$ cat src/rtl/mini_alu_arbiter.sv
// Round-robin owner of a shared 4-bit miniALU: one job in flight, result tagged with requester index.
// Optional ALU_STATS_EN adds stat_clr / stat_count saturating per-requester job counters.
module mini_alu_arbiter #(
   parameter int NUM_REQ = 2,
   parameter int ID_W    = 1,
   parameter int STAT_W  = 16
) (
   input  logic                   clk,
   input  logic                   rst_n,
   input  logic [NUM_REQ-1:0]     req_valid,
   output logic [NUM_REQ-1:0]     req_ready,
   input  logic [4*NUM_REQ-1:0]   req_op1,
   input  logic [4*NUM_REQ-1:0]   req_op2,
   input  logic [NUM_REQ-1:0]     req_operation,
   input  logic [NUM_REQ-1:0]     req_sign,
   output logic                   resp_valid,
   input  logic                   resp_ready,
   output logic [ID_W-1:0]        resp_id,
   output logic [19:0]            resp_result
`ifdef ALU_STATS_EN
   ,
   input  logic                   stat_clr,
   output logic [STAT_W*NUM_REQ-1:0] stat_count
`endif
);

   typedef enum logic [1:0] {IDLE, EXEC, RESP} state_t;

   state_t          state;
   logic [ID_W-1:0] last_grant;
   logic [ID_W-1:0] grant_id;
   logic            grant_any;
   logic            accept;
   int              cand;

   logic [3:0]      op1_p0, op2_p0;
   logic            operation_p0, sign_p0;
   logic [3:0]      op1_sel, op2_sel;
   logic            operation_sel, sign_sel;

   function automatic logic [19:0] alu_f(input logic [3:0] a, input logic [3:0] b,
                                         input logic op, input logic sgn);
      logic [19:0] ae;
      logic [19:0] be;
      ae = {16'd0, a};
      be = {16'd0, b};
      case ({op, sgn})
         2'b00:   return ae + be;
         2'b01:   return ae - be;
         2'b10:   return ae << b;
         default: return ae >> b;
      endcase
   endfunction

   // Search begins just after the previous winner so it drops to lowest priority.
   always_comb begin
      grant_any = 1'b0;
      grant_id  = '0;
      cand      = 0;
      for (int k = 1; k <= NUM_REQ; k++) begin
         cand = int'(last_grant) + k;
         if (cand >= NUM_REQ) cand = cand - NUM_REQ;
         if (!grant_any && req_valid[ID_W'(cand)]) begin
            grant_any = 1'b1;
            grant_id  = ID_W'(cand);
         end
      end
   end

   always_comb begin
      op1_sel       = '0;
      op2_sel       = '0;
      operation_sel = 1'b0;
      sign_sel      = 1'b0;
      for (int i = 0; i < NUM_REQ; i++) begin
         if (grant_id == ID_W'(i)) begin
            op1_sel       = req_op1[4*i +: 4];
            op2_sel       = req_op2[4*i +: 4];
            operation_sel = req_operation[i];
            sign_sel      = req_sign[i];
         end
      end
   end

   // Reset is folded in so no accept strobe can leak out while rst_n is low.
   assign accept = rst_n && (state == IDLE) && grant_any;

   always_comb begin
      req_ready = '0;
      for (int i = 0; i < NUM_REQ; i++) begin
         req_ready[i] = accept && (grant_id == ID_W'(i));
      end
   end

   // p0: operands latched at accept; result stage captured from them one edge later.
   always_ff @(posedge clk or negedge rst_n) begin
      if (!rst_n) begin
         state        <= IDLE;
         last_grant   <= ID_W'(NUM_REQ - 1);
         op1_p0       <= '0;
         op2_p0       <= '0;
         operation_p0 <= 1'b0;
         sign_p0      <= 1'b0;
         resp_valid   <= 1'b0;
         resp_id      <= '0;
         resp_result  <= '0;
      end else begin
         case (state)
            IDLE: begin
               if (grant_any) begin
                  op1_p0       <= op1_sel;
                  op2_p0       <= op2_sel;
                  operation_p0 <= operation_sel;
                  sign_p0      <= sign_sel;
                  last_grant   <= grant_id;
                  state        <= EXEC;
               end
            end
            EXEC: begin
               resp_result <= alu_f(op1_p0, op2_p0, operation_p0, sign_p0);
               resp_id     <= last_grant;
               resp_valid  <= 1'b1;
               state       <= RESP;
            end
            RESP: begin
               if (resp_ready) begin
                  resp_valid <= 1'b0;
                  state      <= IDLE;
               end
            end
            default: state <= IDLE;
         endcase
      end
   end

`ifdef ALU_STATS_EN
   logic resp_hs;

   function automatic logic [STAT_W-1:0] sat_inc(input logic [STAT_W-1:0] v);
      return (&v) ? v : v + 1'b1;
   endfunction

   assign resp_hs = (state == RESP) && resp_valid && resp_ready;

   // Clear takes priority over a handshake in the same cycle.
   always_ff @(posedge clk or negedge rst_n) begin
      if (!rst_n) begin
         stat_count <= '0;
      end else if (stat_clr) begin
         stat_count <= '0;
      end else if (resp_hs) begin
         for (int i = 0; i < NUM_REQ; i++) begin
            if (resp_id == ID_W'(i))
               stat_count[STAT_W*i +: STAT_W] <= sat_inc(stat_count[STAT_W*i +: STAT_W]);
         end
      end
   end
`endif

endmodule

$ cat config.mk
export PLATFORM = sky130hd
export DESIGN_NAME = mini_alu_arbiter
export DESIGN_NICKNAME = d
export VERILOG_FILES = /design/src/rtl/mini_alu_arbiter.sv
export SDC_FILE = /design/constraint.sdc
export NUM_CORES = 1
export LEC_CHECK = 0
export CAP_MARGIN = 20
export CELL_PAD_IN_SITES_DETAIL_PLACEMENT = 0
export CELL_PAD_IN_SITES_GLOBAL_PLACEMENT = 2
export CORE_MARGIN = 3
export CORE_UTILIZATION = 32
export CTS_CLUSTER_DIAMETER = 80
export DETAILED_ROUTE_END_ITERATION = 10
export GPL_ROUTABILITY_DRIVEN = 0
export HOLD_SLACK_MARGIN = 0.05
export PLACE_DENSITY = 0.89
export SETUP_SLACK_MARGIN = 0.02
export SLEW_MARGIN = 40
export SYNTH_ARGS = -nofsm -noshare
export SYNTH_HDL_FRONTEND = slang
export SYNTH_SLANG_ARGS = --single-unit
$ cat constraint.sdc
create_clock -name clk -period 5.72 [get_ports clk]
set_clock_uncertainty 0.05 [all_clocks]
set_input_delay 0.572 -clock clk [delete_from_list [all_inputs] [get_ports clk]]
set_output_delay 0.572 -clock clk [all_outputs]
set_load 0.02 [all_outputs]
Yosys cells after proc, flatten, opt, wreduce, memory -nomap -nowiden

Index checks and enable logic that the tools add are counted.

RAM bits: 0
Memories: 0
Input bits: 25
Word-level logic and storage cells: 60
Latch bits: 0
Register bits: 35
ROM bits: 0

Order comparisons: 4
Bitwise logic cells: 1
$mul: 0
Shift-type cells: 2
Mux-type cells: 20
Reductions and logical operators: 12
Eq/ne operators: 6
Div/mod/pow operators: 0
Add/sub/neg operators: 6

Operators by type and width:

| kind                                                                          | count |
|---|---|
| 20-bit case mux with 3 select lines                                           | 1 |
| 4-bit by 4-bit << shifter with 20-bit output                                  | 1 |
| 4-bit by 4-bit right shift with 20-bit output                                 | 1 |
| 1-bit two-way mux                                                             | 13 |
| 4-bit two-way mux                                                             | 2 |
| 1-bit by 3-bit less-than comparator with 1-bit output (second input constant) | 2 |
| 2-bit case mux with 3 select lines                                            | 1 |
| 2-bit AND reduction                                                           | 3 |
| 4-bit by 4-bit adder with 5-bit output                                        | 1 |
| 1-bit logical AND                                                             | 5 |
| 4-bit by 4-bit subtractor with 5-bit output                                   | 1 |
| 2-bit by 1-bit == test with 1-bit output (second input constant)              | 2 |
| 2-bit == test (second input constant)                                         | 2 |
| 2-bit zero test                                                               | 2 |
| 2-bit two-way mux                                                             | 2 |
| 2-bit != test (second input constant)                                         | 2 |
| 1-bit by 2-bit adder with 3-bit output (second input constant)                | 1 |
| 3-bit by 2-bit >= comparator with 1-bit output (second input constant)        | 1 |
| 1-bit by 1-bit adder with 2-bit output (second input constant)                | 1 |
| 2-bit >= comparator (second input constant)                                   | 1 |
| 1-bit case mux with 2 select lines                                            | 1 |
| 2-bit nonzero test                                                            | 1 |
| 1-bit subtractor (second input constant)                                      | 2 |
| 1-bit zero test                                                               | 1 |
| 1-bit inverter                                                                | 1 |

Longest topological paths before layout

Gate-level depths: netlist of the first run.

Depth in word-level cells: 12
Gate-level depth with buffers: 8
Depth with buffers taken out: 8

Worst setup path before layout of the first run

OpenSTA, ideal clock, no wires.

Kind: input to output
Start: input port req_valid[0]
End: output port req_ready[1]
Path buffers: 1
Cell stages on the path: 5
Data arrival time: 1.384 ns
Setup slack: 3.714 ns
Cell sequence: nand2_1 > inv_1 > buf_2 > nand2_1 > nor2_1

Longest elaborated chain between the ends: 8

Ends and longest elaborated chain:

| item                                                  | line | RTL |
|---|---|---|
| from (decl)                                           | 10   | `input logic [NUM_REQ-1:0] req_valid,` |
| 1-bit two-way mux (not written as such) (2 in series) | 63   | `if (!grant_any && req_valid[ID_W'(cand)]) begin` |
| 1-bit two-way mux                                     | 63   |  |
| 1-bit zero test                                       | 63   |  |
| 1-bit logical AND                                     | 63   |  |
| 1-bit two-way mux                                     | 63   |  |
| 1-bit logical AND                                     | 86   | `assign accept = rst_n && (state == IDLE) && grant_any;` |
| 1-bit logical AND *                                   | 91   | `req_ready[i] = accept && (grant_id == ID_W'(i));` |
| to (decl)                                             | 11   | `output logic [NUM_REQ-1:0] req_ready,` |

Mark *: on every way between the ends. The rest lies on a longest branch, timed or not. The select of a mux whose other input is x is not followed.

Worst setup path after layout of the first run

Start: input port req_valid[0]
End: output port req_ready[0]

Longest elaborated chain between the ends: 8

Ends and longest elaborated chain:

| item                                                       | line |
|---|---|
| 1-bit two-way mux (not written as such) (2 in series)      | 63 |
| 1-bit two-way mux                                          | 63 |
| 1-bit zero test                                            | 63 |
| 1-bit logical AND                                          | 63 |
| 1-bit two-way mux                                          | 63 |
| 1-bit logical AND / 1-bit inverter (equally long branches) | 86, 91 |
| 1-bit logical AND *                                        | 91 |

Marks and branches as above.

==> summary.md, run 1 <==
| Metric | Value |
|---|---|
| Global Route met1 Usage | between 20% and 30% |
| Initial antenna violation count | 0 |
| Setup ws final | about 2.7 ns |
| Slowest cell delay on critical path | about 0.60 ns |
| Yosys top cell area share | about two fifths |
| Design area | ~0.0027 mm2 |
| Met2 usage in global routing | 23.63% |
| DPL Wire Length | slightly below 4 mm |
| DRT antenna net count | 0 |
| Post-synth top cells | 34 x dfrtp_1, 22 x nor2_1, 20 x nand2_1, 20 x o21ai_0, 15 x a21oi_1 |
| GRT busiest layer | met2 |
| Post-Synth Simple-Gate Area | about 17% |
| Yosys Warn Count | 0 |
| Synth Area in Compound Gates | 23.56% |
| Critical path depth | 5 |
| Main flop type after synthesis | dfrtp_1 |
| Delay-heaviest family, CP | buffers and inverters |
| Die ar. | 0.007725 mm2 |
| Critical path, cell by cell | clkdlybuf4s50_1, nand2_1, inv_1, and3_1, clkdlybuf4s50_1 |
| Total GRT Usage | between 10 and 15% |
| Pre-CTS setup slack | about 2.7 ns |
| Share of cells above drive strength 1 | ~6.2% |
| Slowest cell on the critical path | clkdlybuf4s50_1 |
| Synth Area in XOR/XNOR | less than 1% |
| Vias | approximately 1900 |
| Final net count | 310 |
| CTS tree | done |
| Mux cell area share after synthesis | 4.373% |
| Syn_nets | roughly 270 |
| Tot Pwr | 1.630 mW |
| Die X-Extent | ~88 um |
| FP Rows | 29 |
| Synth area leader | dfrtp_1 |
| Global route total overflow | 0 |
| Synth Cell Area | 0.002146 mm2 |
| Most frequent CP cell | clkdlybuf4s50_1 |
| WHS Path Cells | 2 |
| Largest net degree at the start of global routing | 38 |
| Synth Area in Adders | 7.114% |
| CP startpoint kind | primary input |
| Starting Density | about 33% |
| IO Pins | 49 |
| Placed insts | between 300 and 400 |
| Synth Instances | 233 |
| Worst-Skew Late Latency | 0.28 ns |
| Die height | about 88 um |
| Critical Path End Type | output port |
| First-pass GRT wire length | 9.087 mm |
| CP arrival | 2.38 ns |
| Vias per Instance | between 5 and 6 |
| Root buf cell | clkbuf_8 |
| CP required | around 5 ns |
| Clock Pin Slew Worst Setup and Hold Paths | about 0.070 ns |
| Resize count post-CTS | 0 |
| FFs w/ async S/R, synth | 100.0% |
| Wire per inst | between 15 and 20 um |
| HP Class | reg -> reg |
| Residual DRC | 0 |
| DRT Wirelength | about 5.4 mm |
| IO Port Bufs | 47 |
| Fmax | about 0.33 GHz |
| Peak VDD IR | ~0.22 mV |
| Storage cell area | slightly below 900 um2 |
| Worst path buffer plus inverter count | 3 |
| Vias in the first global route | about 1900 |
| Post-synthesis sequential area ratio | between 40% and 50% |
| Synth area leaders | dfrtp_1 40%, ha_1 5.2%, o21ai_0 4.7%, nor2_1 3.8%, a21oi_1 3.5% |
| RSZ-0062 raised after global routing | no |
| Multi-input logic area | around 0.0011 mm2 |
| N_diodes | 0 |
| First drt pass iteration count | 4 |
| Register bit total from synthesis | 35 |
| Outcome | completed |
| Minimum clock period after layout | approximately 3 ns |
| Cts bufs inserted | 5 |
| Clock Sink Count | 35 |
| Met3 usage | 3.857% |
| Max cap viols | 0 |
| Post-layout util | ~43% |
| Layout Cells excl Fill | about 350 |
| Critical Path Fanout Max | 17 |
| Avg Cell Area, Syn | just over 9 um2 |
| Area of placed instances | 0.002648 mm2 |
| Setup TNS Final | 0 ns |
| Slew @ Worst Pin | ~0.65 ns |
| Final period util | 52.43% |
| Final setup fails | 0 |
| Max Slew Vio Count | 0 |
| Power per cell area | about 600 mW/mm2 |
| Area Overhead vs Synth | 27.35% |
| Final hold slack | roughly 0.44 ns |
| Starting DRT DRC Count | 97 |
| CORE AREA | 0.006422 mm2 |
| Clock Path Buffers | 2 |
| FILL cells | 671 |
| Netlist cell types | 50 |
| Top-count cell post-synth | dfrtp_1 |
| Max-Slew Margin vs Limit | between 50% and 60% |
| Reg2Reg Depth | 7 |
| Largest family of logic cells by synthesized area | compound AO/OA/AOI/OAI gates |
| Post-CTS setup buffers | 0 |
| Worst setup path class | in -> out |
| Hold Violations, Final | 0 |
| Leakage power total | ~1.1 nW |
| H-tree levels | 2 |
| CTS Hold Bufs | 0 |
| EDFF count, synth | 0 |
worst paths after layout:
kind / from / end / slack [ns]
max: req_valid[0] / req_ready[0] / 2.72
min reg2reg: resp_id$_DFFE_PN0P_ / resp_id$_DFFE_PN0P_ / 0.44
max in group asynchronous: rst_n / last_grant$_DFFE_PN1P_ / 4.63
min in group asynchronous: rst_n / resp_result[13]$_DFFE_PN0P_ / 0.65
max reg2reg: op2_p0[0]$_DFFE_PN0P_ / resp_result[8]$_DFFE_PN0P_ / 3.24
min: resp_id$_DFFE_PN0P_ / resp_id$_DFFE_PN0P_ / 0.44
layer usage:
layer	up-vias	share of wire [%]	wire, um
met5	-	0	0
met4	0	0.54	29
met3	3	4.4	236
met2	44	46	2452
met1	882	49	2643
li1	922	-	-
area by class of cell:
class,instances,share of cell area [%]
Timing Repair Buffer,49,17.77
Clock buffer,6,2.656
Tap cell,77,3.526
Inverter,12,1.648
Multi-Input combinational cell,171,41.85
Sequential cell,35,32.10
Clock inverter,2,0.4579
placed cells by master (no fill, tap or decap), drive strengths merged, types with 6 or more instances in the layout:
cell type and count:
a21oi 15, clkbuf 6, clkdlybuf4s50 47, dfrtp 34
ha 9, inv 12, mux2i 6, nand2 20
nor2 23, nor3 8, o21ai 21, o221ai 7
power breakdown:
group	total (mW)	internal (mW)	switching, mW
clock	0.172	0.0850	0.0873
sequential	0.564	0.372	0.192
combinational	0.894	0.420	0.473
total	1.63	0.877	0.753
cell families after synthesis:
group,after synthesis
DFF,35
xor gates and xnor gates,2
and+or+nand+nor,74
AOI/OAI and AO/OA,76
buffers and inverters,27
adders and majority gates,11
muxes,8
state kept, by name, summed over array words and instances (netlist names):
register      cells
resp_id           1
resp_result      20
resp_valid        1
state             2
sign_p0           1
op1_p0            4
last_grant        1
operation_p0      1
op2_p0            4
tightest hold or removal path, delay by kind of cell (launching register included):
family | cells | cell delay (ns)
flops | 1 | 0.36
simple gates | 2 | 0.10
Power figures use the tool's default switching activity.
==> run 2: changes to the inputs <==
Settings changed: CORE_UTILIZATION 32 to 30, PLACE_DENSITY 0.89 to 0.84.
Clock period 5.72 ns to 2.8 ns, I/O delays scaled along.
==> run 2 against run 1 <==
  * Final cell count up 6.8%
  * Sequential share of layout area fell by 0.70 points
  * Non-clock buffer count grew 5
  * Register-to-register slack worse by 2.6 ns
  * Design area increased by 2.2%
  * Via count is 2.8% higher
  * Wire length rose by 2.3%
  * First-iteration DRC count grew 3.1%
  * Largest cell class unchanged
==> summary.md, run 2 (synthesized netlist as in run 1, its figures left out) <==
| Metric | Value |
|---|---|
| Outcome | completed |
| Vias | 1903 (+2.8%) |
| Vias per Instance | 5.061 (-3.8%) |
| CP required | 2.47 ns (-2.63 ns) |
| Setup crit end | req_ready[0] |
| Resize count post-CTS | 0 (unchanged) |
| Final period util | between 70% and 80% |
| First-pass GRT wire length | 9.246 mm (+1.7%) |
| Area of placed instances | 0.002709 mm2 (+2.3%) |
| Initial antenna violation count | 0 (unchanged) |
| Reg2Reg Depth | 8 (+1) |
| Setup ws final | 0.5613 ns (-2.160 ns) |
| Critical Path End Type | output port |
| Placed insts | 368 (+7.0%) |
| Die ar. | 0.008204 mm2 (+6.2%) |
| Residual DRC | 0 (unchanged) |
| Wire per inst | 14.59 um (-4.2%) |
| Die height | 90.58 um (+3.1%) |
| Pre-CTS setup slack | 0.6037 ns (-2.100 ns) |
| HP Class | in -> async |
| IO Port Bufs | 47 (unchanged) |
| Final setup fails | 0 (unchanged) |
| Most frequent cells in the layout | 47 x clkdlybuf4s50_1, 34 x dfrtp_1, 22 x nor2_1 |
| Power per cell area | 1216 mW/mm2 (+100%) |
| CTS tree | done |
| Critical path, cell by cell | nor2_1, nand2_1, inv_1, and3_1, clkdlybuf4s50_1 |
| Clock Pin Slew Worst Setup and Hold Paths | 0.08 ns (about the same) |
| Area Overhead vs Synth | 30.20% |
| Vias in the first global route | 1800 (-3.2%) |
| Biggest register | resp_result |
| Cts bufs inserted | 5 (unchanged) |
| R2r setup slk | 0.60 ns (-2.64 ns) |
| CP arrival | 1.91 ns (-0.47 ns) |
| First drt pass iteration count | 4 (unchanged) |
| DRT Wirelength | 5.484 mm (+2.3%) |
| Setup TNS Final | 0 ns (unchanged) |
| Die X-Extent | 90.58 um (+3.1%) |
| Slowest cell on the critical path | clkdlybuf4s50_1 |
| RSZ-0062 raised after global routing | no |
| RR Startpoint | op1_p0[0]$_DFFE_PN0P_ |
| Fmax | 0.4467 GHz |
| CP startpoint kind | flip-flop |
| CTS Hold Bufs | 0 (unchanged) |
| Max-Slew Margin vs Limit | 51.03% (-5.7 points) |
| Hold Violations, Final | 0 (unchanged) |
| Leakage power total | 1.119 nW (+2.3%) |
| Layout Cells excl Fill | 376 (+6.8%) |
| Slew @ Worst Pin | 0.7331 ns (+0.08358 ns) |
| CORE AREA | 0.006869 mm2 (+7.0%) |
| DPL Wire Length | 4.080 mm (+3.5%) |
| Max Slew Vio Count | 0 (unchanged) |
| Commonest non-fill, non-tap cell in the layout | clkdlybuf4s50_1 |
| Critical Path Fanout Max | 8 (-9) |
| Clock Sink Count | 35 (unchanged) |
| Worst setup startpoint | state[1]$_DFFE_PN0P_ |
| Root buf cell | clkbuf_8 |
| Final net count | 315 (+1.6%) |
| Share of cells above drive strength 1 | 7.857% (+1.7 points) |
| FILL cells | 717 (+6.9%) |
| Max reg flops | 20 (unchanged) |
| Clock Path Buffers | 2 (unchanged) |
| IO Pins | 49 (unchanged) |
| Regs by FF count | resp_result (20), op1_p0 (4), op2_p0 (4) |
| Post-CTS setup buffers | 0 (unchanged) |
| Design area | 0.002794 mm2 (+2.2%) |
| Global route total overflow | 0 (unchanged) |
| Max cap viols | 0 (unchanged) |
| Total GRT Usage | 13.95% (-1.0 points) |
| Worst-Skew Late Latency | 0.29 ns (about the same) |
| FP Rows | 30 (+3.4%) |
| Minimum clock period after layout | 2.239 ns |
| DRT antenna net count | 0 (unchanged) |
| Peak VDD IR | 0.2635 mV (+19%) |
| Critical R2R Capture | resp_result[8]$_DFFE_PN0P_ |
| Largest net degree at the start of global routing | 36 (-5.3%) |
| N_diodes | 0 (unchanged) |
| Slowest cell delay on critical path | 0.60 ns (about the same) |
| Worst setup path class | reg -> out |
| H-tree levels | 2 (unchanged) |
| Starting Density | 31.24% (-2.2 points) |
| Starting DRT DRC Count | 100 (+3.1%) |
run 2: changes by cell type in the layout (fill, tap and decap cells not counted):
cell,delta
buf_4,+5
run 2: routing by layer:
metal	up-vias	share of wire, %	global-route usage (%)
li1	936	-	-
met1	899	49	19.67
met2	61	44	21.25
met3	7	5.9	3.417
met4	0	1.1	3.827
met5	-	0	0
run 2: how the worst min path moves through the flow:
stage / depth (start not counted) / endpoint
global route: 2 / state[0]$_DFFE_PN0P_
CTS: 2 / resp_result[5]$_DFFE_PN0P_
finish: 2 / resp_result[5]$_DFFE_PN0P_
detailed placement: 2 / resp_id$_DFFE_PN0P_
floorplan: 0 / op1_p0[0]$_DFFE_PN0P_
global placement: 2 / resp_id$_DFFE_PN0P_
run 2: area by class of cell:
type                       instances  area [um2]  area share (%)
multi-input combinational        171        1144           40.93
clock inverter                     2       12.51          0.4478
timing repair buffer              54       523.0           18.72
inverter                          12       45.04           1.612
clock buffer                       6       72.57           2.597
tap                               96       120.1           4.299
sequential                        35       877.1           31.39
run 2: stage by stage:
stage | total power [mW] | util (%) | hold WS [ns]
3_5_place_dp | 3.053 | 39.44 | 0.4179
2_1_floorplan | 2.343 | - | -0.06559
6_report | 3.398 | 40.67 | 0.4008
5_1_grt | 3.699 | 40.67 | 0.4646
3_3_place_gp | 3.028 | 39.44 | 0.4180
4_1_cts | 3.433 | 40.67 | 0.4291
run 2: power by group:
part / internal (mW) / leakage (nW) / switching (mW)
clock network: 0.174 / 0.0412 / 0.197
logic: 0.900 / 0.656 / 1.06
registers: 0.761 / 0.423 / 0.302
run 2: worst max-delay path, delay by kind of cell (launching register included):
family,cells,cell delay (ns)
buffers and inverters,2,0.73
flip-flops,1,0.43
AND/OR/NAND/NOR,3,0.44
